<file path="src/rtl/riscv_lsu_pkg.sv">
// Shared types and constants for the load/store unit: FSM states, RISC-V
// width codes and response error codes.
package riscv_lsu_pkg;

    typedef enum logic [1:0] {
        IDLE   = 2'b00,
        ACCESS = 2'b01,
        DONE   = 2'b10
    } lsu_state_t;

    localparam logic [2:0] F3_B  = 3'b000;
    localparam logic [2:0] F3_H  = 3'b001;
    localparam logic [2:0] F3_W  = 3'b010;
    localparam logic [2:0] F3_BU = 3'b100;
    localparam logic [2:0] F3_HU = 3'b101;

    localparam logic [1:0] ERR_OK       = 2'b00;
    localparam logic [1:0] ERR_MISALIGN = 2'b01;
    localparam logic [1:0] ERR_FUNCT3   = 2'b10;
    localparam logic [1:0] ERR_TIMEOUT  = 2'b11;

endpackage

</file>
<file path="src/rtl/lsu_align.sv">
// Byte-lane logic: byte enables, store-data replication and load
// extract/extend. Purely combinational.
module lsu_align
    import riscv_lsu_pkg::*;
#(
    parameter int DATA_W = 32
) (
    input  logic [2:0]        funct3_i,
    input  logic [1:0]        off_i,
    input  logic [DATA_W-1:0] wdata_i,
    input  logic [DATA_W-1:0] rdata_i,
    output logic [3:0]        be_o,
    output logic [DATA_W-1:0] wdata_o,
    output logic [DATA_W-1:0] ld_data_o
);

    logic [DATA_W-1:0] shifted;

    always_comb begin
        be_o    = 4'b1111;
        wdata_o = wdata_i;
        case (funct3_i[1:0])
            2'b00: begin
                be_o    = 4'b0001 << off_i;
                wdata_o = {4{wdata_i[7:0]}};
            end
            2'b01: begin
                be_o    = 4'b0011 << {off_i[1], 1'b0};
                wdata_o = {2{wdata_i[15:0]}};
            end
            default: ;
        endcase
    end

    // Move the addressed byte/halfword down to lane 0 before extending.
    assign shifted = rdata_i >> {off_i, 3'b000};

    always_comb begin
        ld_data_o = shifted;
        case (funct3_i)
            F3_B:    ld_data_o = {{(DATA_W-8){shifted[7]}}, shifted[7:0]};
            F3_H:    ld_data_o = {{(DATA_W-16){shifted[15]}}, shifted[15:0]};
            F3_BU:   ld_data_o = {{(DATA_W-8){1'b0}}, shifted[7:0]};
            F3_HU:   ld_data_o = {{(DATA_W-16){1'b0}}, shifted[15:0]};
            default: ;
        endcase
    end

endmodule

</file>
<file path="src/rtl/lsu_mem_ctrl.sv">
// Load/store unit: takes one core request at a time, runs a handshaked SRAM
// access with a timeout, and returns a formatted one-cycle response.
module lsu_mem_ctrl
    import riscv_lsu_pkg::*;
#(
    parameter int ADDR_W  = 9,
    parameter int DATA_W  = 32,
    parameter int TIMEOUT = 15
) (
    input  logic              clk,
    input  logic              reset,
    input  logic              req_valid,
    input  logic              req_write,
    input  logic [2:0]        req_funct3,
    input  logic [ADDR_W-1:0] req_addr,
    input  logic [DATA_W-1:0] req_wdata,
    output logic              busy,
    output logic              resp_valid,
    output logic [DATA_W-1:0] resp_rdata,
    output logic [1:0]        resp_err,
    output logic              mem_en,
    output logic              mem_we,
    output logic [3:0]        mem_be,
    output logic [ADDR_W-3:0] mem_addr,
    output logic [DATA_W-1:0] mem_wdata,
    input  logic [DATA_W-1:0] mem_rdata,
    input  logic              mem_ready
);

    lsu_state_t        state_q;
    logic [7:0]        timer_q;
    logic              wr_q;
    logic [2:0]        f3_q;
    logic [ADDR_W-1:0] addr_q;
    logic [DATA_W-1:0] wdata_q;
    logic [DATA_W-1:0] rdata_q;
    logic [1:0]        err_q;

    logic              illegal, misal, in_access;
    logic [3:0]        be;
    logic [DATA_W-1:0] st_data, ld_data;

    // Loads-only codes (BU/HU) are illegal as stores.
    assign illegal = (req_funct3 == 3'b011) || (req_funct3[2:1] == 2'b11) ||
                     (req_funct3[2] && req_write);
    assign misal   = ((req_funct3[1:0] == 2'b01) && req_addr[0]) ||
                     ((req_funct3[1:0] == 2'b10) && (req_addr[1:0] != 2'b00));

    lsu_align #(.DATA_W(DATA_W)) u_align (
        .funct3_i  (f3_q),
        .off_i     (addr_q[1:0]),
        .wdata_i   (wdata_q),
        .rdata_i   (mem_rdata),
        .be_o      (be),
        .wdata_o   (st_data),
        .ld_data_o (ld_data)
    );

    always_ff @(posedge clk or negedge reset) begin
        if (!reset) begin
            state_q <= IDLE;
            timer_q <= '0;
            wr_q    <= 1'b0;
            f3_q    <= '0;
            addr_q  <= '0;
            wdata_q <= '0;
            rdata_q <= '0;
            err_q   <= ERR_OK;
        end else begin
            case (state_q)
                IDLE: if (req_valid) begin
                    wr_q    <= req_write;
                    f3_q    <= req_funct3;
                    addr_q  <= req_addr;
                    wdata_q <= req_wdata;
                    timer_q <= '0;
                    rdata_q <= '0;
                    if (illegal) begin
                        err_q   <= ERR_FUNCT3;
                        state_q <= DONE;
                    end else if (misal) begin
                        err_q   <= ERR_MISALIGN;
                        state_q <= DONE;
                    end else begin
                        err_q   <= ERR_OK;
                        state_q <= ACCESS;
                    end
                end
                ACCESS: begin
                    if (mem_ready) begin
                        rdata_q <= wr_q ? '0 : ld_data;
                        err_q   <= ERR_OK;
                        state_q <= DONE;
                    end else if (timer_q == 8'(TIMEOUT - 1)) begin
                        err_q   <= ERR_TIMEOUT;
                        state_q <= DONE;
                    end else begin
                        timer_q <= timer_q + 8'd1;
                    end
                end
                DONE:    state_q <= IDLE;
                default: state_q <= IDLE;
            endcase
        end
    end

    assign in_access  = (state_q == ACCESS);
    assign mem_en     = in_access;
    assign mem_we     = in_access & wr_q;
    assign mem_be     = in_access ? be : 4'b0000;
    assign mem_addr   = in_access ? addr_q[ADDR_W-1:2] : '0;
    assign mem_wdata  = in_access ? st_data : '0;

    assign resp_valid = (state_q == DONE);
    assign resp_rdata = resp_valid ? rdata_q : '0;
    assign resp_err   = resp_valid ? err_q : ERR_OK;

    // Gated by reset so the stall drops immediately even with req_valid high.
    assign busy = reset & (((state_q == IDLE) & req_valid) | in_access);

endmodule

</file>
<file path="config.mk">
export PLATFORM = sky130hd
export DESIGN_NAME = lsu_mem_ctrl
export DESIGN_NICKNAME = d
export VERILOG_FILES = /design/src/rtl/riscv_lsu_pkg.sv /design/src/rtl/lsu_align.sv /design/src/rtl/lsu_mem_ctrl.sv
export SDC_FILE = /design/constraint.sdc
export NUM_CORES = 1
export LEC_CHECK = 0
export ABC_AREA = 0
export BUFFER_PORTS_ARGS = -buffer_cell sky130_fd_sc_hd__clkbuf_2
export CELL_PAD_IN_SITES_DETAIL_PLACEMENT = 0
export CELL_PAD_IN_SITES_GLOBAL_PLACEMENT = 1
export CORE_MARGIN = 1
export CORE_UTILIZATION = 42
export DETAILED_ROUTE_END_ITERATION = 12
export MAX_ROUTING_LAYER = met4
export PLACE_DENSITY_LB_ADDON = 0.1
export SLEW_MARGIN = 20
export SYNTH_ARGS = -nofsm -noshare
export SYNTH_HDL_FRONTEND = slang
export SYNTH_HIERARCHICAL = 1
export SYNTH_SLANG_ARGS = --single-unit
</file>
<file path="constraint.sdc">
create_clock -name clk -period 4.6 [get_ports clk]
set_input_delay 0.23 -clock clk [delete_from_list [all_inputs] [get_ports clk]]
set_output_delay 0.23 -clock clk [all_outputs]
set_load 0.02 [all_outputs]
</file>
==> results.cfg, run 1 <==
[power]
p_sw_mw = 1.01
p_leak_nw = 3.47
comb_power_share_pct = 34.0
p_seq_share_pct = 35.3
powerDensity_mw_per_mm2 = 446
sw_frac_of_total_pct = 33.6
p_clk_share_pct = 30.7
p_int_mw = 1.99
ir_drop_uv = 189

[logic_synthesis]
synth-simple-area-share_pct = 27.6
ys_types = 49
synth_mux_area_share_pct = 16.7
synth_flop_cell = dfrtp_1
synth_area_mm2 = 0.00551
synth_fp_nets = 678
ys_warn_count = 6
yosysSeqAreaShare_pct = 40.4
synth_edf_count = 0
syn_inst = 595
synth_top_family_by_area = simple AND/OR/NAND/NOR gates
synth_xor_area_share_pct = 0.318
synth-seq-cells = 89
synthArstFlopShare_pct = 100
synth_fa_ha_area_share_pct = 0.454
synth_compound_area_share_pct = 9.06
synth_area_per_cell_um2 = 9.26

[drt]
drc_errors = 0
wl_um = 14400
routed-wl-met3_um = 715
detail-route-antenna-nets = 0
viasPerCell = 5.07
first_pass_iters = 4
top_layer_used = met4
dr_wl_met2_um = 6530
drt-initial-drc-count = 275
vias = 4571
drt-wirelength-per-cell_um = 15.9
wl_met1_um = 6810

[global_route]
grtUsageTotal_pct = 23.3
grt_pass1_wl_um = 23400
grt_pass1_vias = 4499
grt_overflow = 0
grt_max_degree = 69
antenna_found_initial = 0

[timing]
hold_violations = 0
max_slew.worst_pin.slew_ns = 1.08
tns_ns = 0
fin_crit_sh_pct = 53.4
hold_ws_ns = 0.114
slew_violations = 0
slew_headroom_pct = 27.9
rsz0062_at_grt = false
skew_ns = 0.00614
setup_violations = 0
setup_slack_ns = 2.14
fin_crit_ns = 2.46
max_freq_mhz = 407

[clock_tree]
cts_made_buffers = 9
cts_setup_buffers = 0
cts-htree-levels = 3
cts_tree = built
root_buffer = clkbuf_16
cts-resized-gates = 0
clk_latency_ns = 0.35
ctsHoldBuffers = 1
clk_pin_slew_ns = 0.06
cts_sinks = 89
clockBufferDepth = 2

[place]
place_hpwl_um = 10100
place_area_mm2 = 0.00633
routabilityCongestion = 0.789
post-place-ws_ns = 2.25
io_buffers = 161

[worst_setup_path]
crit_required_ns = 4.37
worstSetupPathType = reg2out
end_kind = output port
arrival_ns = 2.23
worstPathMaxFanout = 16
r2r_slack_ns = 2.21
cp-start-kind = register

[floorplan]
start_util_pct = 43.3
die_h_um = 117
dieArea_mm2 = 0.0136
die_x_um = 117
num_rows = 41
core_area_mm2 = 0.0127
num_io_pins = 162

[run_status]
outcome = complete, no violations

[flow_run]
drv_cap = 0

[layout]
n_fill_cell = 1238
area_growth_pct = 22.1
final_cell_mix = clkbuf_2 (160), nand2_1 (119), dfrtp_1 (89), and2_1 (78), mux2_2 (65)
nets = 808
fin_util_pct = 52.9
drive_above_1_share_pct = 37.8
final_area_mm2 = 0.00672
layout_commonest_cell = clkbuf_2
num_antenna_cells = 0

[min_path]
hold_class = in2reg
-- power by group through the flow --
stage	Sequential, mW	Combinational [mW]	Clock, mW
after floorplan	1.02	0.828	0
after global placement	1.07	1.01	0
after detailed placement	1.07	1.02	0
after CTS	1.06	1.03	0.943
after global routing	1.08	1.13	0.977
final	1.06	1.02	0.921
-- final timing paths --
path                                from             to  depth (start not counted)
hold / removal             req_wdata[17]    wdata_q[17]                          2
min in group asynchronous          reset     timer_q[7]                          2
setup / recovery                 f3_q[0]  mem_wdata[12]                          5
hold reg to reg              rdata_q[15]    rdata_q[15]                          2
setup reg to reg              state_q[0]    wdata_q[20]                          4
max in group asynchronous          reset     wdata_q[4]                          3
-- metrics by stage --
step                std cells  power (mW)
finish                    902        3.00
global route              902        3.19
CTS                       902        3.03
detailed placement        885        2.09
global placement          885        2.08
floorplan                 595        1.85
-- layout make-up --
class                      instances  area, um^2  area share, %
clock buffer                      11         253           3.76
tap                              172         215           3.20
sequential                        89        2230           33.1
multi-input combinational        449        3000           44.7
inverter                           6        22.5          0.335
timing repair buffer             170         878           13.1
clock inverter                     5         125           1.86
-- worst max-delay path, cell delays in order, from the launching register on --
cell and delay (ns):
dfrtp_1 0.63, nor2_1 0.73, nand2_1 0.13, nand2_1 0.08
and2_1 0.13, clkbuf_2 0.17
-- metal layers --
| layer | GRT usage (%) | vias to the layer above |
|---|---|---|
| li1 | - | 2260 |
| met1 | 31.0 | 2150 |
| met2 | 35.4 | 140 |
| met3 | 3.74 | 21 |
| met4 | 9.62 | 0 |
| met5 | - | - |
-- sequential cells by signal, indices dropped and copies added, names as in the netlist --
name,cells
err_q,2
wdata_q,32
rdata_q,32
addr_q,9
state_q,2
f3_q,3
timer_q,8
wr_q,1
-- cells in the mapped netlist, drive strengths merged, types with 2 or more instances --
master,instances,share of area (%)
nand2,119,8.1
buf,30,3.6
nor3b,2,0.36
nor2,17,1.2
a32oi,2,0.80
clkbuf,21,1.4
inv,6,0.41
o21bai,3,0.41
and2,78,8.9
a211oi,7,0.95
nor2b,15,1.7
dfrtp,89,40
a2111oi,2,0.68
a21oi,20,1.8
o21ai,12,1.1
xnor2,2,0.32
mux2i,16,2.9
nand2b,5,0.70
nand3,52,5.6
a31o,2,0.32
o21a,2,0.27
ha,2,0.45
a21o,3,0.41
mux2,67,14
a2bb2oi,8,1.3
-- cell families after synthesis --
logic type	Yosys count
AND/OR/NAND/NOR	295
AO/OA/AOI/OAI	67
XOR/XNOR	2
multiplexers	83
flip-flops	89
adder cells (fa/ha/maj)	2
buffers and inverters	57
No activity file was read; power rests on OpenSTA's default activity.
==> run 2: changes to the inputs <==
--- a/config.mk
+++ b/config.mk
@@ -10,7 +10,7 @@
 export CELL_PAD_IN_SITES_DETAIL_PLACEMENT = 0
 export CELL_PAD_IN_SITES_GLOBAL_PLACEMENT = 1
 export CORE_MARGIN = 1
-export CORE_UTILIZATION = 42
+export CORE_UTILIZATION = 39
 export DETAILED_ROUTE_END_ITERATION = 12
 export MAX_ROUTING_LAYER = met4
 export PLACE_DENSITY_LB_ADDON = 0.1
==> constraint.sdc (replaced) <==
create_clock -name clk -period 2.3 [get_ports clk]
set_input_delay 0.115 -clock clk [delete_from_list [all_inputs] [get_ports clk]]
set_output_delay 0.115 -clock clk [all_outputs]
set_load 0.02 [all_outputs]
==> run 2 against run 1 <==
  * Flip-flop and latch count unchanged
  * Non-clock buffer count up 38
  * Clock power up 77%
  * Final cell count up 5.1%
  * Worst setup slack worse by 1.9 ns
  * Via count up 4.9%
  * Clock skew about the same
  * Wire length up 5.6%
  * Sequential share of layout area down 1.6 points
  * Hold slack worse by 0.11 ns
==> results.cfg, run 2 (synthesized netlist as in run 1, its figures left out) <==
[run_status]
outcome = complete, no violations

[drt]
drt-wirelength-per-cell_um = 16.0
first_pass_iters = 6
drc_errors = 0
vias = 4797
drt-initial-drc-count = 208
detail-route-antenna-nets = 0
wl_um = 15200
viasPerCell = 5.06

[global_route]
grtUsageTotal_pct = 22.3
antenna_found_initial = 0
grt_max_degree = 54
grt_overflow = 0
grt_pass1_wl_um = 24400
grt_pass1_vias = 4721

[timing]
skew_ns = 0.00620
fin_crit_sh_pct = 90.7
rsz0062_at_grt = false
setup_slack_ns = 0.213
setup_violations = 0
max_slew.worst_pin.slew_ns = 0.602
hold_violations = 0
fin_crit_ns = 2.09
tns_ns = 0
slew_headroom_pct = 59.9
hold_ws_ns = 0.00643
slew_violations = 0
max_freq_mhz = 479

[worst_setup_path]
crit_required_ns = 2.18
crit_cells = 5
path_cells = nand2b_1, inv_1, buf_12, and2_1, clkbuf_2
worstPathMaxFanout = 45
end_kind = output port
cp_top_family = buffers and inverters
path_buf_inv = 3
worstSetupPathType = reg2out
cp-start-kind = register
arrival_ns = 1.97
slowest_stage = dfrtp_1
worst_path_largest_cell_delay_ns = 0.52
r2r_cells = 6

[floorplan]
dieArea_mm2 = 0.0146
core_area_mm2 = 0.0138
die_h_um = 121
start_util_pct = 39.8
num_io_pins = 162
die_x_um = 121
num_rows = 43

[layout]
fin_util_pct = 51.1
final_cell_mix = clkbuf_2 (160), nand2_1 (119), dfrtp_1 (89), and2_1 (78), mux2_2 (65)
drive_above_1_share_pct = 36.8
multi_input_area_mm2 = 0.00300
nets = 846
fin_cells = 948
area_growth_pct = 28.2
n_fill_cell = 1357
largestRegisters = rdata_q (32), wdata_q (32), addr_q (9)
layout_commonest_cell = clkbuf_2
regArea_mm2 = 0.00223
num_antenna_cells = 0

[power]
p_leak_nw = 3.61
powerDensity_mw_per_mm2 = 834
ir_drop_uv = 411

[place]
dp_cells = 901
routabilityCongestion = 0.807
post-place-ws_ns = 0.417
place_hpwl_um = 10600
io_buffers = 161

[flow_run]
drv_cap = 0

[clock_tree]
clk_latency_ns = 0.35
cts_made_buffers = 9
cts-resized-gates = 0
cts_tree = built
cts_sinks = 89
clockBufferDepth = 2
clk_pin_slew_ns = 0.07
cts-htree-levels = 3
root_buffer = clkbuf_16

[min_path]
min_path_cells = 2
hold_class = in2reg
[run 2: repair_timing]
action / in CTS / in global routing
hold buffers: 31 / 0
endpoints found under the hold margin: 63 / 0
buffers inserted: 0 / 0
[run 2: stage by stage]
| stage | power, mW | instance area (um^2) |
|---|---|---|
| 3_5_place_dp | 4.25 | 6420 |
| 4_1_cts | 5.95 | 7060 |
| 6_report | 5.89 | 7060 |
| 2_1_floorplan | 3.69 | 5510 |
| 3_3_place_gp | 4.21 | 6420 |
| 5_1_grt | 6.27 | 7060 |
[run 2: worst paths after layout]
kind	start	end	slack, ns
setup reg to reg	timer_q[0]	err_q[1]	0.40
setup / recovery	state_q[1]	mem_be[2]	0.21
hold / removal	req_wdata[27]	wdata_q[27]	0.006
min in group asynchronous	reset	state_q[0]	0.27
max in group asynchronous	reset	rdata_q[12]	1.23
hold reg to reg	rdata_q[27]	rdata_q[27]	0.46
[run 2: layout make-up]
cell class	instances	share of cell area [%]
Tap cell	180	3.19
Timing Repair Buffer	208	17.9
Clock buffer	9	3.19
Multi-Input combinational cell	449	42.4
Clock inverter	7	1.44
Sequential cell	89	31.5
Inverter	6	0.319
[run 2: worst reg2reg max path, stage by stage (launching register included)]
cell,delay (ns)
dfrtp_1,0.44
inv_1,0.08
ha_1,0.15
nor3b_1,0.25
a21oi_1,0.20
a21oi_1,0.30
mux2_2,0.37
[run 2: routing by layer]
metal / routed length, um / track usage [%] / vias to the layer above
met5: 0 / - / -
met4: 260 / 7.79 / 0
met3: 749 / 4.18 / 17
met2: 7000 / 34.3 / 127
met1: 7160 / 29.4 / 2309
li1: - / - / 2344
[run 2: power breakdown]
part	leakage [nW]	internal (mW)	switching, mW
registers	1.13	1.86	0.264
clock network	0.153	0.962	0.672
logic	2.32	0.970	1.16
